`src/rtl/uart_pkg.sv`:
```
// Shared constants and FSM encoding for the UART transmit path.
package uart_pkg;

    localparam int DBIT_DEF   = 8;
    localparam int ADDR_W_DEF = 4;

    typedef enum logic [1:0] {
        ST_IDLE = 2'd0,
        ST_LOAD = 2'd1,
        ST_BUSY = 2'd2
    } tx_state_e;

endpackage

```
`src/rtl/sync_fifo.sv`:
```
// Circular FIFO with registered occupancy flags; a write while full is accepted
// only when a pop happens in the same cycle.
module sync_fifo
    import uart_pkg::*;
#(
    parameter int DBIT   = DBIT_DEF,
    parameter int ADDR_W = ADDR_W_DEF
) (
    input  logic              clk,
    input  logic              reset,
    input  logic              wr_en,
    input  logic [DBIT-1:0]   wr_data,
    input  logic              rd_en,
    output logic [DBIT-1:0]   rd_data,
    output logic              full,
    output logic              empty,
    output logic [ADDR_W:0]   count
);

    logic [DBIT-1:0]   mem_r [2**ADDR_W];
    logic [ADDR_W-1:0] wr_ptr_r;
    logic [ADDR_W-1:0] rd_ptr_r;
    logic [ADDR_W:0]   count_r;
    logic [ADDR_W:0]   count_next_s;
    logic              full_r;
    logic              empty_r;
    logic              push_s;
    logic              pop_s;

    // Accepted push/pop and next occupancy
    always_comb begin
        pop_s        = rd_en && !empty_r;
        push_s       = wr_en && (!full_r || pop_s);
        count_next_s = count_r;
        if (push_s && !pop_s) begin
            count_next_s = count_r + (ADDR_W+1)'(1);
        end else if (pop_s && !push_s) begin
            count_next_s = count_r - (ADDR_W+1)'(1);
        end else begin
            count_next_s = count_r;
        end
    end

    // Storage array; not reset since occupancy alone decides validity
    always_ff @(posedge clk) begin
        if (push_s) begin
            mem_r[wr_ptr_r] <= wr_data;
        end
    end

    // Pointers, count and flags
    always_ff @(posedge clk or posedge reset) begin
        if (reset) begin
            wr_ptr_r <= {ADDR_W{1'b0}};
            rd_ptr_r <= {ADDR_W{1'b0}};
            count_r  <= {(ADDR_W+1){1'b0}};
            full_r   <= 1'b0;
            empty_r  <= 1'b1;
        end else begin
            if (push_s) begin
                wr_ptr_r <= wr_ptr_r + ADDR_W'(1);
            end
            if (pop_s) begin
                rd_ptr_r <= rd_ptr_r + ADDR_W'(1);
            end
            count_r <= count_next_s;
            full_r  <= count_next_s[ADDR_W];
            empty_r <= (count_next_s == {(ADDR_W+1){1'b0}});
        end
    end

    assign rd_data = mem_r[rd_ptr_r];
    assign full    = full_r;
    assign empty   = empty_r;
    assign count   = count_r;

endmodule

```
`src/rtl/tx_fifo_feeder.sv`:
```
// Feeds bytes from a FIFO to a UART transmitter, one start pulse per byte.
// Optional sticky overflow flag when TX_FIFO_OVF_EN is defined.
module tx_fifo_feeder
    import uart_pkg::*;
#(
    parameter int DBIT   = DBIT_DEF,
    parameter int ADDR_W = ADDR_W_DEF
) (
    input  logic              clk,
    input  logic              reset,
    input  logic              wr_en,
    input  logic [DBIT-1:0]   wr_data,
    output logic              full,
    output logic              empty,
    output logic [ADDR_W:0]   count,
    output logic              tx_start,
    output logic [DBIT-1:0]   tx_din,
    input  logic              tx_done_tick
`ifdef TX_FIFO_OVF_EN
    ,
    input  logic              ovf_clr,
    output logic              ovf
`endif
);

    tx_state_e         state_r;
    tx_state_e         state_next_s;
    logic              rd_en_s;
    logic [DBIT-1:0]   rd_data_s;
    logic [DBIT-1:0]   tx_din_r;
    logic              tx_start_r;
    logic              full_s;
    logic              empty_s;

    sync_fifo #(
        .DBIT   (DBIT),
        .ADDR_W (ADDR_W)
    ) u_fifo (
        .clk     (clk),
        .reset   (reset),
        .wr_en   (wr_en),
        .wr_data (wr_data),
        .rd_en   (rd_en_s),
        .rd_data (rd_data_s),
        .full    (full_s),
        .empty   (empty_s),
        .count   (count)
    );

    // Next state and pop request
    always_comb begin
        state_next_s = state_r;
        rd_en_s      = 1'b0;
        case (state_r)
            ST_IDLE: begin
                if (!empty_s) begin
                    rd_en_s      = 1'b1;
                    state_next_s = ST_LOAD;
                end else begin
                    state_next_s = ST_IDLE;
                end
            end
            ST_LOAD: begin
                state_next_s = ST_BUSY;
            end
            ST_BUSY: begin
                if (tx_done_tick) begin
                    state_next_s = ST_IDLE;
                end else begin
                    state_next_s = ST_BUSY;
                end
            end
            default: begin
                state_next_s = ST_IDLE;
            end
        endcase
    end

    // State, byte register and start pulse (high only during LOAD)
    always_ff @(posedge clk or posedge reset) begin
        if (reset) begin
            state_r    <= ST_IDLE;
            tx_din_r   <= {DBIT{1'b0}};
            tx_start_r <= 1'b0;
        end else begin
            state_r    <= state_next_s;
            tx_start_r <= (state_next_s == ST_LOAD);
            if (rd_en_s) begin
                tx_din_r <= rd_data_s;
            end
        end
    end

`ifdef TX_FIFO_OVF_EN
    logic ovf_r;
    logic drop_s;

    assign drop_s = wr_en && full_s && !rd_en_s;

    // Sticky overflow; a drop outranks a clear in the same cycle
    always_ff @(posedge clk or posedge reset) begin
        if (reset) begin
            ovf_r <= 1'b0;
        end else if (drop_s) begin
            ovf_r <= 1'b1;
        end else if (ovf_clr) begin
            ovf_r <= 1'b0;
        end
    end

    assign ovf = ovf_r;
`endif

    assign full     = full_s;
    assign empty    = empty_s;
    assign tx_start = tx_start_r;
    assign tx_din   = tx_din_r;

endmodule
```
`config.mk`:
```
export PLATFORM = sky130hd
export DESIGN_NAME = tx_fifo_feeder
export DESIGN_NICKNAME = d
export VERILOG_FILES = /design/src/rtl/uart_pkg.sv /design/src/rtl/sync_fifo.sv /design/src/rtl/tx_fifo_feeder.sv
export SDC_FILE = /design/constraint.sdc
export NUM_CORES = 1
export LEC_CHECK = 0
export BUFFER_PORTS_ARGS = -buffer_cell sky130_fd_sc_hd__buf_2
export CAP_MARGIN = 40
export CORE_UTILIZATION = 60
export DETAILED_ROUTE_END_ITERATION = 7
export HOLD_SLACK_MARGIN = 0.05
export PLACE_DENSITY_LB_ADDON = 0.1
export SETUP_SLACK_MARGIN = 0.1
export SLEW_MARGIN = 15
export SYNTH_ARGS = -nofsm -noshare
export SYNTH_HDL_FRONTEND = slang
export SYNTH_SLANG_ARGS = --single-unit
```
`constraint.sdc`:
```
create_clock -name clk -period 3.3 [get_ports clk]
set_clock_uncertainty 0.15 [all_clocks]
set_input_delay 0.165 -clock clk [delete_from_list [all_inputs] [get_ports clk]]
set_output_delay 0.165 -clock clk [all_outputs]
set_load 0.02 [all_outputs]
```
**Word-level counts from Yosys, hierarchy flattened**

Memories as Yosys holds them, arrays and structs flattened. A register that Yosys moved wholly into a read port is not among the register bits.
Index checks and enable logic that the tools add are counted.

- Memories kept: 1
- Bits in writable memories: 128
- Input port bits: 12
- Output and inout port bits: 16
- Logic and storage cells: 35
- Bits in registers: 18

Memories:

| name | depth | width | read ports | clocked after Yosys merged registers in | write ports | line | text |
|---|---|---|---|---|---|---|---|
| u_fifo.mem_r | 16 | 8 | 1 | 1 | 1 | sync_fifo.sv:20 | `logic [DBIT-1:0] mem_r [2**ADDR_W];` |

- Add/sub/neg operators: 4
- Muxes and demuxes: 9
- Eq/ne operators: 3
- Reduce and logical (&&, ||, !) cells: 11

Operator list:

| operator | count |
|---|---|
| $mux W5 | 2 |
| $add A4 B1 Y4 const B | 2 |
| $pmux W2 S3 | 1 |
| $add A5 B1 Y5 const B | 1 |
| $logic_not A5 Y1 | 1 |
| $mux W1 | 5 |
| $sub A5 B1 Y5 const B | 1 |
| $eq A2 B1 Y1 const B | 2 |
| $logic_and A1 B1 Y1 | 4 |
| $logic_not A1 Y1 | 4 |
| $eq A2 B2 Y1 const B | 1 |
| $logic_not A2 Y1 | 1 |
| $mux W2 | 1 |
| $logic_or A1 B1 Y1 | 1 |

**Longest topological paths before layout**

Gate-level depths: netlist of run 1.

- Depth in word-level cells: 10
- Mapped depth: 7
- Depth with buffers taken out: 7

**Hierarchy**

A second synthesis of run 1 with hierarchy kept.

- Cells, all modules: 324
- Area, all modules: 6200.9 um^2

Modules (own cells, without submodules):

| module | seq. area each (um^2) | times used | cells an instance | area an instance (um^2) |
|---|---|---|---|---|
| sync_fifo | 4195.3 | 1 | 299 | 5790.6 |
| tx_fifo_feeder | 275.3 | 1 | 25 | 410.4 |

**Worst setup path before layout of run 1**

OpenSTA, ideal clock, no wires.

- Path type: register to register
- Start point: register state_r[1]
- End point: memory u_fifo.mem_r[3][0] (netlist name) (enable)
- Stages on the path, launching flop included: 6
- Clock period less this slack: 2628 ps
- Data required time: 2767 ps
- Arrival time: 2095 ps
- Setup time: 383 ps
- Path slack: 672 ps
- Buffers on the path: 1
- Cells stage by stage: dfrtp_1 -> or3_1 -> buf_6 -> a21boi_1 -> nand2_1 -> nor3_1

- Cells in the longest elaborated chain, start to end: 7

Ends and longest elaborated chain:

| element | line | text |
|---|---|---|
| start: declaration | tx_fifo_feeder.sv:26 | `tx_state_e state_r;` |
| start signal: assignment | tx_fifo_feeder.sv:86 | `state_r <= state_next_s;` |
| $logic_not A2 Y1 | tx_fifo_feeder.sv:54 | `case (state_r)` |
| $mux W1 | tx_fifo_feeder.sv:54 |  |
| $logic_and A1 B1 Y1 | sync_fifo.sv:32 | `pop_s = rd_en && !empty_r;` |
| $logic_or A1 B1 Y1 | sync_fifo.sv:33 | `push_s = wr_en && (!full_r \|\| pop_s);` |
| $logic_and A1 B1 Y1 | sync_fifo.sv:33 |  |
| $mux W1 | sync_fifo.sv:46 | `if (push_s) begin` |
| $mux W1 (not written as such) | sync_fifo.sv:47 | `mem_r[wr_ptr_r] <= wr_data;` |
| end: declaration | sync_fifo.sv:20 |  |

No other way between the ends.

**Worst setup path after layout of run 1**

- Start point: register state_r[1]
- End point: memory u_fifo.mem_r[10][6] (netlist name) (enable)

Same word-level chain as after synthesis.

==> impl_metrics.yaml, run 1 <==
critical_path:
  crit_type: "reg2reg"
  r2r-start: "state_r[1]"
  worstPathMaxFanout: 8
  cp-start-kind: "flop"
  cp.arrival_ns: 2.88
  worst_setup_path_end_kind: "flop"
  required_ns: 3.28
  crit_start: "state_r[1]"
routing:
  route.detailed.wl_per_inst_um: 21.65
  vias: 3083
  drcViolationCount: 0
  routed_wl_um: 11520
  drtIter0Drc: 200
  routed_via_density: 5.795
  drt_first_pass_iters: 5
  drt.antenna.violating_nets: 0
worst_hold_path:
  hp-class: "in2async"
logic_synthesis:
  synth_top_cell_area_share_pct: 63.34
  yosys_warnings: 0
  syn_avg_cell_area_um2: 18.61
  ys_async_sr_fraction_pct: 16.34
  netlist_instances: 326
  ys_types: 33
  yosysTopAreaCell: "edfxtp_1"
  yosys-top-cells-area: "edfxtp_1, mux4_2, dfrtp_1"
  yosysMostFrequentCell: "edfxtp_1"
  ys_seq_elements: 153
  synth-seq-area-share_pct: 73.67
  ys_top_cells_by_count: "edfxtp_1, mux4_2, dfrtp_1"
  synth_area_um2: 6068
  synth_fp_nets: 345
  yosys_most_used_dff: "edfxtp_1"
  synth-edff-count: 128
cts:
  cts_made_buffers: 17
  hold_buffers: 11
  clk_pin_slew_ns: 0.06
  cts_tree: "built"
  root_buffer: "clkbuf_8"
  clock_sinks: 153
  post-cts-setup-buffers: 0
  clockBufferDepth: 2
  clk_latency_ns: 0.51
  h-tree-depth: 4
  post_cts_resized: 0
floorplan:
  coreArea_um2: 9774
  die_w_um: 102.6
  floorplan.initialDensity_pct: 62.08
  num_io_pins: 28
  fp.dieArea_um2: 10520
  die_h_um: 102.6
  rows: 36
power:
  p_per_area_nw_per_um2: 860.8
  p_clk_share_pct: 29.2
  p_leak_nw: 2.503
  comb_power_share_pct: 28.7
  p_seq_share_pct: 42.1
  irDropWorstVdd_v: 0.0005991
  internal-power_mw: 4.232
  switchingPower_mw: 1.903
  p_sw_share_pct: 31.02
sta:
  max_freq_mhz: 344.4
  period_share_pct: 87.98
  max_slew_margin_pct: 46.52
  setup_tns_ns: 0
  rsz0062_at_grt: "false"
  setup_viol: 0
  period_needed_ns: 2.903
  finalHoldViolCount: 0
  finalMaxSlewViolations: 0
  tightest_slew_ns: 0.7993
final_layout:
  seq_area_um2: 4471
  utilization_pct: 72.93
  antenna_cells: 0
  multiInputGateArea_um2: 1489
  drive_gt1_share_pct: 28.07
  syn2layout_area_growth_pct: 17.46
  fillers: 628
  fin_nets: 405
outcome:
  status: "completed"
run:
  drv_cap: 0
global_route:
  grt_pass1_wl_um: 17350
  grt_usage_pct: 24.26
  grt_max_degree: 30
  antenna_found_initial: 0
  overflow: 0
  grt_pass1_vias: 3093
placed_design:
  port_buffers: 27
  gp_congestion: 0.7452
  dp_hpwl_um: 7710
## flip-flops by register name, summed over array words and instances (netlist names)
name             flops
tx_start             1
u_fifo.wr_ptr_r      4
state_r              2
u_fifo.count         5
tx_din               8
u_fifo.rd_ptr_r      4
u_fifo.mem_r       128
u_fifo.empty         1
## worst paths after layout
kind | end | slack [ns] | depth (start not counted)
worst max-delay path | u_fifo.mem_r[10][6] | 0.40 | 4
worst min-delay path | u_fifo.rd_ptr_r[2] | 0.08 | 3
worst max register to register | u_fifo.mem_r[10][6] | 0.40 | 4
worst min register to register | tx_din[5] | 0.33 | 2
max in group asynchronous | tx_start | 2.45 | 4
min in group clk | tx_din[5] | 0.33 | 2
## per-layer routing
| layer | global-route usage [%] | vias up | part of all wire [%] |
|---|---|---|---|
| li1 | - | 1399 | - |
| met1 | 33.27 | 1578 | 41 |
| met2 | 38.77 | 94 | 52 |
| met3 | 5.017 | 12 | 6.0 |
| met4 | 9.670 | 0 | 1.4 |
| met5 | 0 | - | 0 |
## through the flow
step / area, um2 / total power [mW] / hold slack [ns] / worst slack (ns) / instances
floorplan: 6068 / 3.847 / 0.04158 / 0.6719 / 326
global placement: 6422 / 4.303 / 0.3021 / 0.6075 / 487
detailed placement: 6450 / 4.350 / 0.07438 / 0.5023 / 488
CTS: 7113 / 6.167 / 0.07432 / 0.4036 / 531
global route: 7128 / 6.435 / 0.1451 / 0.2135 / 532
finish: 7128 / 6.136 / 0.07745 / 0.3966 / 532
## kinds of logic (layout without fill, tap and decap cells)
logic type / after synthesis / after routing / synth area share [%]
flip-flops: 153 / 153 / 73.67
XOR/XNOR: 9 / 9 / 1.299
adder cells (fa/ha/maj): 7 / 7 / 1.443
AO/OA/AOI/OAI: 26 / 26 / 2.474
buffers and inverters: 24 / 97 / 1.794
multiplexers: 51 / 51 / 15.09
AND/OR/NAND/NOR: 56 / 56 / 4.227
## placed cells by master, fill, tap and decap left out, drive strengths merged
cell type / Yosys / routed
nand3b: 1 / 1
o22ai: 1 / 1
clkbuf: 4 / 21
mux2i: 15 / 15
bufinv: 0 / 2
ha: 7 / 7
a21boi: 1 / 1
mux2: 4 / 4
xnor2: 8 / 8
dfstp: 1 / 1
nand2b: 4 / 4
xor2: 1 / 1
buf: 13 / 47
nand3: 1 / 1
dfrtp: 24 / 24
nor3: 13 / 13
a21oi: 8 / 8
o211ai: 1 / 1
clkinv: 1 / 4
a221o: 1 / 1
edfxtp: 128 / 128
nor2: 18 / 18
o31a: 1 / 1
nand2: 15 / 15
nand4: 2 / 2
clkinvlp: 0 / 5
mux4: 32 / 32
a41o: 1 / 1
o21ai: 12 / 12
or3: 2 / 2
inv: 6 / 7
dlygate4sd3: 0 / 11
## area by class of cell
type | instances | area share, %
Timing Repair Buffer | 58 | 5.933
Tap cell | 133 | 2.335
Sequential cell | 153 | 62.72
Clock buffer | 21 | 6.021
Inverter | 7 | 0.3686
Clock inverter | 11 | 1.738
Multi-Input combinational cell | 149 | 20.89
## power by group through the flow
| stage | clock network [mW] | registers, mW | logic, mW |
|---|---|---|---|
| final | 1.79 | 2.58 | 1.76 |
| after detailed placement | 0 | 2.65 | 1.70 |
| after global routing | 1.90 | 2.62 | 1.92 |
| after CTS | 1.82 | 2.62 | 1.73 |
| after global placement | 0 | 2.64 | 1.66 |
| after floorplan | 0 | 2.58 | 1.26 |
## worst max-delay path, cell delays in order (launching register included)
cell and delay (ns):
dfrtp_1 0.39, or3_1 0.41, a21boi_1 0.65, nand2_1 0.26, nor2_1 0.67
No activity file was read; power rests on OpenSTA's default activity.
==> run 2, diff against run 1 <==
--- a/config.mk
+++ b/config.mk
@@ -7,6 +7,7 @@
 export LEC_CHECK = 0
 export BUFFER_PORTS_ARGS = -buffer_cell sky130_fd_sc_hd__buf_2
 export CAP_MARGIN = 40
+export CORE_MARGIN = 2
 export CORE_UTILIZATION = 60
 export DETAILED_ROUTE_END_ITERATION = 7
 export HOLD_SLACK_MARGIN = 0.05
==> run 2 against run 1 <==
Net effect:
- register-to-register slack improved by 0.38 ns
- die area rose by 3.9%
- combinational power barely moved
- critical path depth rose by 2
- critical path type unchanged
- highest routed layer unchanged
==> impl_metrics.yaml, run 2 (synthesis results as in run 1) <==
routing:
  drt_first_pass_iters: 4
  drcViolationCount: 0
  vias: 3164
  route.detailed.wl_per_inst_um: 23.18
  drt.antenna.violating_nets: 0
  routed_wl_um: 12470
  routed_via_density: 5.881
  drtIter0Drc: 307
cts:
  clock_sinks: 153
  clk_latency_ns: 0.52
  post-cts-setup-buffers: 0
  root_buffer: "clkbuf_8"
  clockBufferDepth: 2
  post_cts_resized: 0
  cts_tree: "built"
  cts_made_buffers: 17
  h-tree-depth: 4
  clk_pin_slew_ns: 0.07
placed_design:
  dp.cells: 494
  dp_hpwl_um: 8051
  dp_slack_ns: 0.7551
  gp_congestion: 0.7709
  port_buffers: 27
global_route:
  grt_max_degree: 19
  antenna_found_initial: 0
  use_met3_pct: 6.550
  grtUsageMet2_pct: 39.92
  grt_pass1_vias: 3195
  grt_pass1_wl_um: 19380
  grt_usage_pct: 25.23
  overflow: 0
  grt_use_met1_pct: 34.84
  top_usage_layer: "met2"
sta:
  setup_slack_ns: 0.7740
  period_share_pct: 76.55
  max_freq_mhz: 395.9
  rsz0062_at_grt: "false"
  period_needed_ns: 2.526
  finalMaxSlewViolations: 0
  tightest_slew_ns: 0.7542
  max_slew_margin_pct: 49.72
  finalHoldViolCount: 0
  holdWs_ns: 0.07818
  setup_tns_ns: 0
  setup_viol: 0
floorplan:
  floorplan.initialDensity_pct: 62.08
  rows: 36
  fp.dieArea_um2: 10930
  coreArea_um2: 9774
  die_w_um: 104.6
  num_io_pins: 28
  die_h_um: 104.6
power:
  p_per_area_nw_per_um2: 858.9
  p_leak_nw: 2.548
  irDropWorstVdd_v: 0.0004620
  switchingPower_mw: 1.891
  comb_power_share_pct: 29.0
  p_seq_share_pct: 42.0
  internal-power_mw: 4.273
  p_sw_share_pct: 30.68
  p_clk_share_pct: 29.0
worst_hold_path:
  hp-class: "in2async"
critical_path:
  worst_setup_path_end_kind: "flop"
  r2r.worst_path.cells: 6
  worstPathMaxFanout: 11
  cp-start-kind: "flop"
  r2r-end: "u_fifo.mem_r[12][0]"
  rrSetupSlack_ns: 0.77
  crit_type: "reg2reg"
  cp.arrival_ns: 2.60
  r2r-start: "state_r[1]"
  required_ns: 3.38
final_layout:
  largest_register_ffs: 128
  utilization_pct: 73.43
  syn2layout_area_growth_pct: 18.27
  seq_area_um2: 4471
  regMostFlops: "u_fifo.mem_r"
  fin_nets: 411
  final_cell_mix: "edfxtp_1, mux4_2, buf_2, dfrtp_1, buf_4"
  fillers: 580
  antenna_cells: 0
  multiInputGateArea_um2: 1489
  layout.cells.non_filler: 538
  drive_gt1_share_pct: 28.89
  final_common_cell: "edfxtp_1"
outcome:
  status: "completed"
run:
  drv_cap: 0
run 2: through the flow:
| stage | instance area, um2 | total power, mW |
|---|---|---|
| 2_1_floorplan | 6068 | 3.847 |
| 3_3_place_gp | 6460 | 4.305 |
| 3_5_place_dp | 6502 | 4.387 |
| 5_1_grt | 7177 | 6.458 |
| 4_1_cts | 7162 | 6.188 |
| 6_report | 7177 | 6.164 |
run 2: worst max-delay path by stage:
stage	depth (start not counted)	slack, ns	from	endpoint
finish	6	0.77	state_r[1]	u_fifo.mem_r[12][0]
global route	6	0.61	state_r[1]	u_fifo.mem_r[12][0]
CTS	6	0.77	state_r[1]	u_fifo.mem_r[12][0]
detailed placement	6	0.76	state_r[1]	u_fifo.mem_r[12][0]
global placement	6	0.86	u_fifo.rd_ptr_r[2]	tx_din[1]
floorplan	5	0.67	state_r[1]	u_fifo.mem_r[3][0]
run 2: area by class of cell:
cell class / count / area share [%]
flip-flops and latches: 153 / 62.29
clock buffers: 24 / 6.276
clock inverters: 8 / 1.377
well taps: 133 / 2.319
repair buffers: 64 / 6.625
multi-input cells: 149 / 20.75
inverters: 7 / 0.3661
run 2: what timing repair did:
| item | CTS | global route |
|---|---|---|
| hold endpoints to repair | 157 | 0 |
| setup endpoints to repair | 0 | 0 |
| hold buffers | 11 | 0 |
run 2: layer usage:
metal	wire length, um	vias up
met5	0	-
met2	6309	123
met3	725	21
li1	-	1414
met1	5179	1606
met4	256	0
run 2: power by group through the flow:
stage	clock, mW	combinational, mW	sequential, mW
finish	1.79	1.79	2.59
global route	1.90	1.93	2.63
CTS	1.82	1.74	2.63
detailed placement	0	1.72	2.67
global placement	0	1.61	2.69
floorplan	0	1.26	2.58
run 2: critical path, cell delays in order, from the launching register on:
cell	delay (ns)
dfrtp_1	0.38
or3_1	0.58
a21boi_1	0.23
buf_4	0.19
nand2_1	0.12
nor2_1	0.36
buf_4	0.23
